File: src/rtl/tl_bus_pkg.sv
// Shared types and the round-robin pick function for the TL bus arbiter family.
// The pick function is unrolled at elaboration, so num_in must be a constant at each call site.
package tl_bus_pkg;

   localparam int MAX_IN = 32;

   typedef enum logic [1:0] {
      IDLE = 2'd0,
      DATA = 2'd1,
      RESP = 2'd2
   } state_t;

   // One-hot pick of the first requester after last_grant, wrapping modulo num_in.
   function automatic logic [MAX_IN-1:0] rr_pick(input logic [MAX_IN-1:0] req,
                                                input int unsigned       last_grant,
                                                input int unsigned       num_in);
      logic [MAX_IN-1:0] pick;
      logic              found;
      int unsigned       idx;
      pick  = '0;
      found = 1'b0;
      for (int unsigned k = 1; k <= MAX_IN; k++) begin
         idx = (last_grant + k) % num_in;
         if (!found && (k <= num_in) && req[idx[4:0]]) begin
            pick[idx[4:0]] = 1'b1;
            found          = 1'b1;
         end
      end
      return pick;
   endfunction

endpackage

File: src/rtl/tl_rr_picker.sv
// Combinational round-robin one-hot selector; zero latency, no flow control of its own.
// Produces an all-zero grant when no request bit is set.
module tl_rr_picker
   import tl_bus_pkg::*;
#(
   parameter int NUM_IN = 2,
   parameter int LG_W   = (NUM_IN > 1) ? $clog2(NUM_IN) : 1
) (
   input  logic [NUM_IN-1:0] req,
   input  logic [LG_W-1:0]   last_grant,
   output logic [NUM_IN-1:0] grant_oh,
   output logic [LG_W-1:0]   grant_idx
);

   always_comb begin
      grant_oh = NUM_IN'(rr_pick(MAX_IN'(req), 32'(last_grant), 32'(NUM_IN)));
   end

   always_comb begin
      grant_idx = '0;
      for (int i = 0; i < NUM_IN; i++) begin
         if (grant_oh[i]) grant_idx = LG_W'(i);
      end
   end

endmodule

File: src/rtl/tl_bus_arbiter.sv
// Round-robin grant for the TL bus mux; 1 cycle request->io_choseOH, grant held through burst
// (stalls while io_out_ready low) and response; optional TL_BUS_ARB_STATS_EN adds grant counters.
module tl_bus_arbiter
   import tl_bus_pkg::*;
#(
   parameter int NUM_IN    = 2,
   parameter int WAIT_RESP = 1,
   parameter int CNT_W     = 16
) (
   input  logic                    clock,
   input  logic                    reset,
   input  logic [NUM_IN-1:0]       io_req_valid,
   input  logic [NUM_IN-1:0]       io_req_last,
   input  logic                    io_out_ready,
   input  logic                    io_resp_valid,
   input  logic                    io_resp_last,
   output logic [NUM_IN-1:0]       io_choseOH,
   output logic                    io_busy
`ifdef TL_BUS_ARB_STATS_EN
   ,
   output logic [NUM_IN*CNT_W-1:0] io_grant_cnt
`endif
);

   localparam int LG_W = (NUM_IN > 1) ? $clog2(NUM_IN) : 1;

   state_t            state;
   logic [LG_W-1:0]   last_grant;
   logic [NUM_IN-1:0] pick_oh;
   logic [LG_W-1:0]   pick_idx;
   logic              req_fire_last;

   tl_rr_picker #(
      .NUM_IN (NUM_IN),
      .LG_W   (LG_W)
   ) u_picker (
      .req        (io_req_valid),
      .last_grant (last_grant),
      .grant_oh   (pick_oh),
      .grant_idx  (pick_idx)
   );

   // last_grant doubles as the index of the current owner while not IDLE.
   assign req_fire_last = io_out_ready & io_req_valid[last_grant] & io_req_last[last_grant];

   always_ff @(posedge clock or negedge reset) begin
      if (!reset) begin
         state      <= IDLE;
         io_choseOH <= '0;
         io_busy    <= 1'b0;
         last_grant <= LG_W'(NUM_IN - 1);
      end else begin
         case (state)
            IDLE: begin
               if (|io_req_valid) begin
                  io_choseOH <= pick_oh;
                  last_grant <= pick_idx;
                  io_busy    <= 1'b1;
                  state      <= DATA;
               end
            end
            DATA: begin
               if (req_fire_last) begin
                  if (WAIT_RESP != 0) begin
                     state <= RESP;
                  end else begin
                     state      <= IDLE;
                     io_choseOH <= '0;
                     io_busy    <= 1'b0;
                  end
               end
            end
            RESP: begin
               if (io_resp_valid && io_resp_last) begin
                  state      <= IDLE;
                  io_choseOH <= '0;
                  io_busy    <= 1'b0;
               end
            end
            default: begin
               state      <= IDLE;
               io_choseOH <= '0;
               io_busy    <= 1'b0;
            end
         endcase
      end
   end

`ifdef TL_BUS_ARB_STATS_EN
   logic [CNT_W-1:0] grant_cnt [NUM_IN];

   always_ff @(posedge clock or negedge reset) begin
      if (!reset) begin
         for (int i = 0; i < NUM_IN; i++) grant_cnt[i] <= '0;
      end else if (state == IDLE && |io_req_valid) begin
         for (int i = 0; i < NUM_IN; i++) begin
            if (pick_oh[i] && grant_cnt[i] != {CNT_W{1'b1}}) begin
               grant_cnt[i] <= grant_cnt[i] + CNT_W'(1);
            end
         end
      end
   end

   always_comb begin
      io_grant_cnt = '0;
      for (int i = 0; i < NUM_IN; i++) begin
         io_grant_cnt[i*CNT_W +: CNT_W] = grant_cnt[i];
      end
   end
`endif

endmodule

File: config.mk
export PLATFORM = sky130hd
export DESIGN_NAME = tl_bus_arbiter
export DESIGN_NICKNAME = d
export VERILOG_FILES = /design/src/rtl/tl_bus_pkg.sv /design/src/rtl/tl_rr_picker.sv /design/src/rtl/tl_bus_arbiter.sv
export SDC_FILE = /design/constraint.sdc
export NUM_CORES = 1
export LEC_CHECK = 0
export ABC_AREA = 1
export CAP_MARGIN = 20
export CORE_AREA = 5 5 42 44
export CTS_CLUSTER_SIZE = 25
export DETAILED_ROUTE_END_ITERATION = 16
export DIE_AREA = 0 0 47 49
export HOLD_SLACK_MARGIN = 0.03
export SLEW_MARGIN = 20
export SYNTH_ARGS = -nofsm -noshare
export SYNTH_HDL_FRONTEND = slang
export SYNTH_SLANG_ARGS = --single-unit
File: constraint.sdc
create_clock -name clock -period 1 [get_ports clock]
set_input_delay 0.2 -clock clock [delete_from_list [all_inputs] [get_ports clock]]
set_output_delay 0.2 -clock clock [all_outputs]
set_load 0.05 [all_outputs]
Yosys cells after proc, flatten, opt, wreduce, memory -nomap -nowiden
Index checks and enable logic that the tools add are counted.

Logic and storage cells: 55. Input bits: 9. Output and inout bits: 3. Bits in registers: 6.

Bitwise gates (word level): 4. Reduce and logical (&&, ||, !) cells: 10. Eq/ne operators: 5. Multiplexer cells: 25. Add/subtract/negate cells: 2. Magnitude comparators: 5.

Operator list (number): $mux 1 (14); $lt 1x6->1 const B (2); $mux 2 (6); $pmux 2 s3 (2); $ne 2x2->1 const B (3); $reduce_and 3->1 (2); $logic_and 1x1->1 (4); $pmux 1 s3 (1); $add 1x1->1 const B (2); $and 1x1->1 (2); $demux 1 s1 (2); $eq 2x1->1 const B (1); $eq 2x2->1 const B (1); $ge 1x1->1 const B (2); $logic_not 2->1 (1); $lt 1x2->1 const B (1); $or 2x2->2 (1); $reduce_and 2->1 (1); $reduce_or 2->1 (1); $logic_not 1->1 (1); $not 1->1 (1).

Logic depth before layout (Yosys ltp)
Depth after elaboration: 10. Gate-level depth with buffers: 6. Depth with buffers taken out: 6.

Cells and area by module
A second synthesis with hierarchy kept.

Cell total of the unflattened synthesis: 45. Area total of the unflattened synthesis: 330.3 µm².

Modules (own cells, without submodules): tl_bus_arbiter (area an instance 302.8 µm², times used 1, cells each 39, sequential area each 151.4 µm²); tl_rr_picker (area an instance 27.5 µm², times used 1, cells each 6, sequential area each 0.0 µm²).

Worst setup path after synthesis
Ideal clock, no wire load.

Path kind: register to register. From: register last_grant. To: register state[1]. Library setup time: 0.066 ns. Buffers on the path: 0. Period minus slack after synthesis: 0.924 ns. Cell stages (with the launch flop): 7. Setup slack: 0.076 ns. Required time: 0.934 ns. Data arrival time: 0.858 ns. Cells stage by stage: dfstp_2 inv_1 nand2_1 nand3_2 nor2_1 nand2_1 nand2_1.

Longest elaborated chain between the ends: 6. Elaborated cells between the ends (all ways): 8. Those cells by class: eq/ne: 1; mux: 4; bitwise: 2; reduce/logical: 1.

RTL lines: from (decl) (line tl_bus_arbiter.sv:28) `logic [LG_W-1:0] last_grant;`; from (signal assigned) (line tl_bus_arbiter.sv:51) `last_grant <= LG_W'(NUM_IN - 1);`; from (signal assigned) (line tl_bus_arbiter.sv:57) `last_grant <= pick_idx;`; $mux 1 (implied by the code) (2 in series) (line tl_bus_arbiter.sv:44) `assign req_fire_last = io_out_ready & io_req_valid[last_grant] & io_req_last[last_grant];`; $and 1x1->1 (line tl_bus_arbiter.sv:44); $and 1x1->1 (*) (line tl_bus_arbiter.sv:44); $ne 2x2->1 (no line) (*); $reduce_and 3->1 (no line) (*); to (signal assigned) (line tl_bus_arbiter.sv:48) `state <= IDLE;`; to (signal assigned) (line tl_bus_arbiter.sv:59) `state <= DATA;`; to (signal assigned) (line tl_bus_arbiter.sv:65) `state <= RESP;`; to (decl) (line tl_bus_arbiter.sv:27) `state_t state;`.

Mark *: on every way between the ends. The rest lies on a longest branch, timed or not. The select of a mux whose other input is x is not followed. A chain may end at the register's enable or synchronous reset.

Worst setup path in the final report
From: register io_busy. To: output io_busy.

RTL lines: from (decl) (line tl_bus_arbiter.sv:18) `output logic io_busy`; from (signal assigned) (line tl_bus_arbiter.sv:50) `io_busy <= 1'b0;`; from (signal assigned) (line tl_bus_arbiter.sv:58) `io_busy <= 1'b1;`; from (signal assigned) (line tl_bus_arbiter.sv:69) `io_busy <= 1'b0;`.

No word-level cell between the ends.

==> results.toml <==
[global_route]
met3_usage_pct = 6.642
grt_max_degree = 7
track_usage_pct = 6.454
grt_pass1_wl_um = 1048
grt_overflow = 0
antenna_found_initial = 0
grt_pass1_vias = 267
top_usage_layer = "met2"
met1_usage_pct = 6.742
grtUsageMet2_pct = 9.729

[routing]
drtPass1Iterations = 4
dr_total_vias = 290
post_drt_wl_per_cell_um = 9.282
wirelength_um = 659
drcViolationCount = 0
via_per_inst = 4.085
first_iter_violations = 3
antenna_left = 0

[die]
die_h_um = 49
die_x_um = 47
dieArea_um2 = 2303
fp-row-count = 14
fp.coreArea_um2 = 1401
io_pins = 12
initial_utilization_pct = 21.61

[final_layout]
drive_above_1_share_pct = 21.82
nNetsFinal = 65
fillers = 156
area_delta_synth_final_pct = 64.05
seq_area_um2 = 151.4
diodes = 0
multi_input_area_um2 = 136.4
fin_cells = 71

[critical_path]
start_kind = "register"
crit_required_ns = 0.80
cp_top_family = "flip-flops"
arrival_ns = 0.81
critPathMaxStageDelay_ns = 0.40
slowest_stage = "dfrtp_1"
worstPathCellList = "buf_12"
crit_type = "reg2out"
end_kind = "output pin"
critPathMaxFanout = 2
cp.buffers_inverters = 1

[timing]
setup_viol = 1
finalHoldViolations = 0
tightest_slew_ns = 0.2863
finalCriticalPeriod_ns = 1.007
rsz0062_at_grt = "true"
fmax_mhz = 993.4
slew_violations = 0
finalWorstSetupSlack_ns = -0.006644
slew_headroom_pct = 80.78
skew_ns = 0.008280
min_period_over_period_pct = 100.7

[yosys]
synth.top_cell.area_share_pct = 41.32
synth-xor-area-share_pct = 0
synth_edf_count = 0
synthMuxAreaShare_pct = 0
yosys_warnings = 0
synth_fa_ha_area_share_pct = 0
synth.avg_cell_area_um2 = 7.764
synthSimpleGateAreaFrac_pct = 39.26
async_flop_share_pct = 100.0
synth.largest_area_cell = "dfrtp_1"
synthTopCellsByArea = "dfrtp_1 (41%), nand2_1 (25%), nand3_2 (9.9%)"
syn_inst = 39
yosysMostFrequentCell = "nand2_1"
ys_seq_area_share_pct = 50.00
synth-seq-cells = 6
synth_compound_gate_area_share_pct = 5.785
syn-num-nets = 48
synthTopCellsByCount = "nand2_1 (20), dfrtp_1 (5), inv_1 (4)"
netlist_area_um2 = 302.8
synth_ff_type = "dfrtp_1"
synth_cell_type_count = 9
synth_top_family_by_area = "simple AND/OR/NAND/NOR gates"

[clock_network]
cts.repair.resized = 0
htreeDepth = 1
cts_hold_buf = 0
numCtsBuffers = 3
clk_path_buf_depth = 2
insertion_delay_ns = 0.24
cts_sinks = 6
clockRootBuffer = "clkbuf_4"
cts_tree = "yes"
clk_pin_slew_ns = 0.05

[placed_design]
post-place-ws_ns = -0.2303
port_buffers = 11
detailed_place_hpwl_um = 546.3
dp.cells = 66
place.gp.congestion = 0.7134

[hold_path]
hp-class = "in2async"

[power]
power-per-cell-area_nw_per_um2 = 3210
p_leak_nw = 0.2531
vdd_drop_max_v = 0.001336

[job]
max_cap_violations = 0

[status]
violations = "setup timing"
outcome = "finished, violations left"
==> timing repair <==
| item | CTS | global route |
|---|---|---|
| pin swaps | 0 | 6 |
| cloned | 0 | 0 |
| setup endpoints to repair | 3 | 8 |
| buffers inserted | 1 | 0 |
==> registers in the layout (all words and copies together), names as in the netlist <==
name / flops
last_grant: 1
state: 2
io_choseOH: 2
io_busy: 1
==> cell type report <==
type                       instances  share of cell area [%]
timing repair buffer              12                   29.72
clock buffer                       4                   5.290
multi-input combinational         29                   27.46
tap                               16                   4.030
sequential                         6                   30.48
inverter                           4                   3.023
==> kinds of logic after synthesis <==
family                 Yosys count
AND/OR/NAND/NOR                 26
AO/OA/AOI/OAI                    3
buffers and inverters            4
flip-flops                       6
==> through the flow <==
stage / power, mW / setup TNS [ns] / utilization [%] / cell area [µm²] / hold slack [ns]
after global routing: 1.733 / -0.2038 / 35.45 / 496.7 / 0.1966
after detailed placement: 1.347 / -1.198 / 33.04 / 462.9 / 0.4623
final: 1.595 / -0.006644 / 35.45 / 496.7 / 0.1897
after CTS: 1.627 / -0.03557 / 35.45 / 496.7 / 0.1943
after global placement: 1.338 / -1.210 / 33.04 / 462.9 / 0.4610
after floorplan: 0.9627 / 0 / - / 302.8 / -0.09559
==> cells in the final DEF, fill, tap and decap left out <==
master,Yosys,layout
dfrtp_1,5,5
clkbuf_4,0,3
buf_4,0,1
nand3_2,3,3
buf_12,0,3
a21boi_1,1,1
clkdlybuf4s50_1,0,8
nor2_1,2,2
dfstp_2,1,1
nand2_1,20,20
clkbuf_1,0,1
inv_1,4,4
o21ai_1,2,2
nor2_2,1,1
==> path summary, 6_finish.rpt <==
| path | slack (ns) | cells past startpoint | end | start |
|---|---|---|---|---|
| worst max-delay path | -0.007 | 1 | io_busy | io_busy |
| worst min-delay path | 0.19 | 1 | io_busy | reset |
| worst max register to register | 0.02 | 6 | state[1] | last_grant |
| worst min register to register | 0.48 | 2 | last_grant | last_grant |
| max in group asynchronous | 0.53 | 1 | last_grant | reset |
| min in group clock | 0.48 | 2 | last_grant | last_grant |
==> report_power, final <==
part / internal, mW / switching, mW / total, mW / leakage [nW]
logic: 0.397 / 0.466 / 0.864 / 0.166
clock network: 0.151 / 0.0870 / 0.238 / 0.0150
registers: 0.378 / 0.115 / 0.493 / 0.0722
total: 0.926 / 0.668 / 1.59 / 0.253
==> metal layers <==
layer | vias to the layer above | share of wire, %
met4 | 0 | 0
met3 | 0 | 11
met2 | 13 | 52
li1 | 152 | -
met1 | 125 | 37
met5 | - | 0
(Power assumes the default switching activity.)
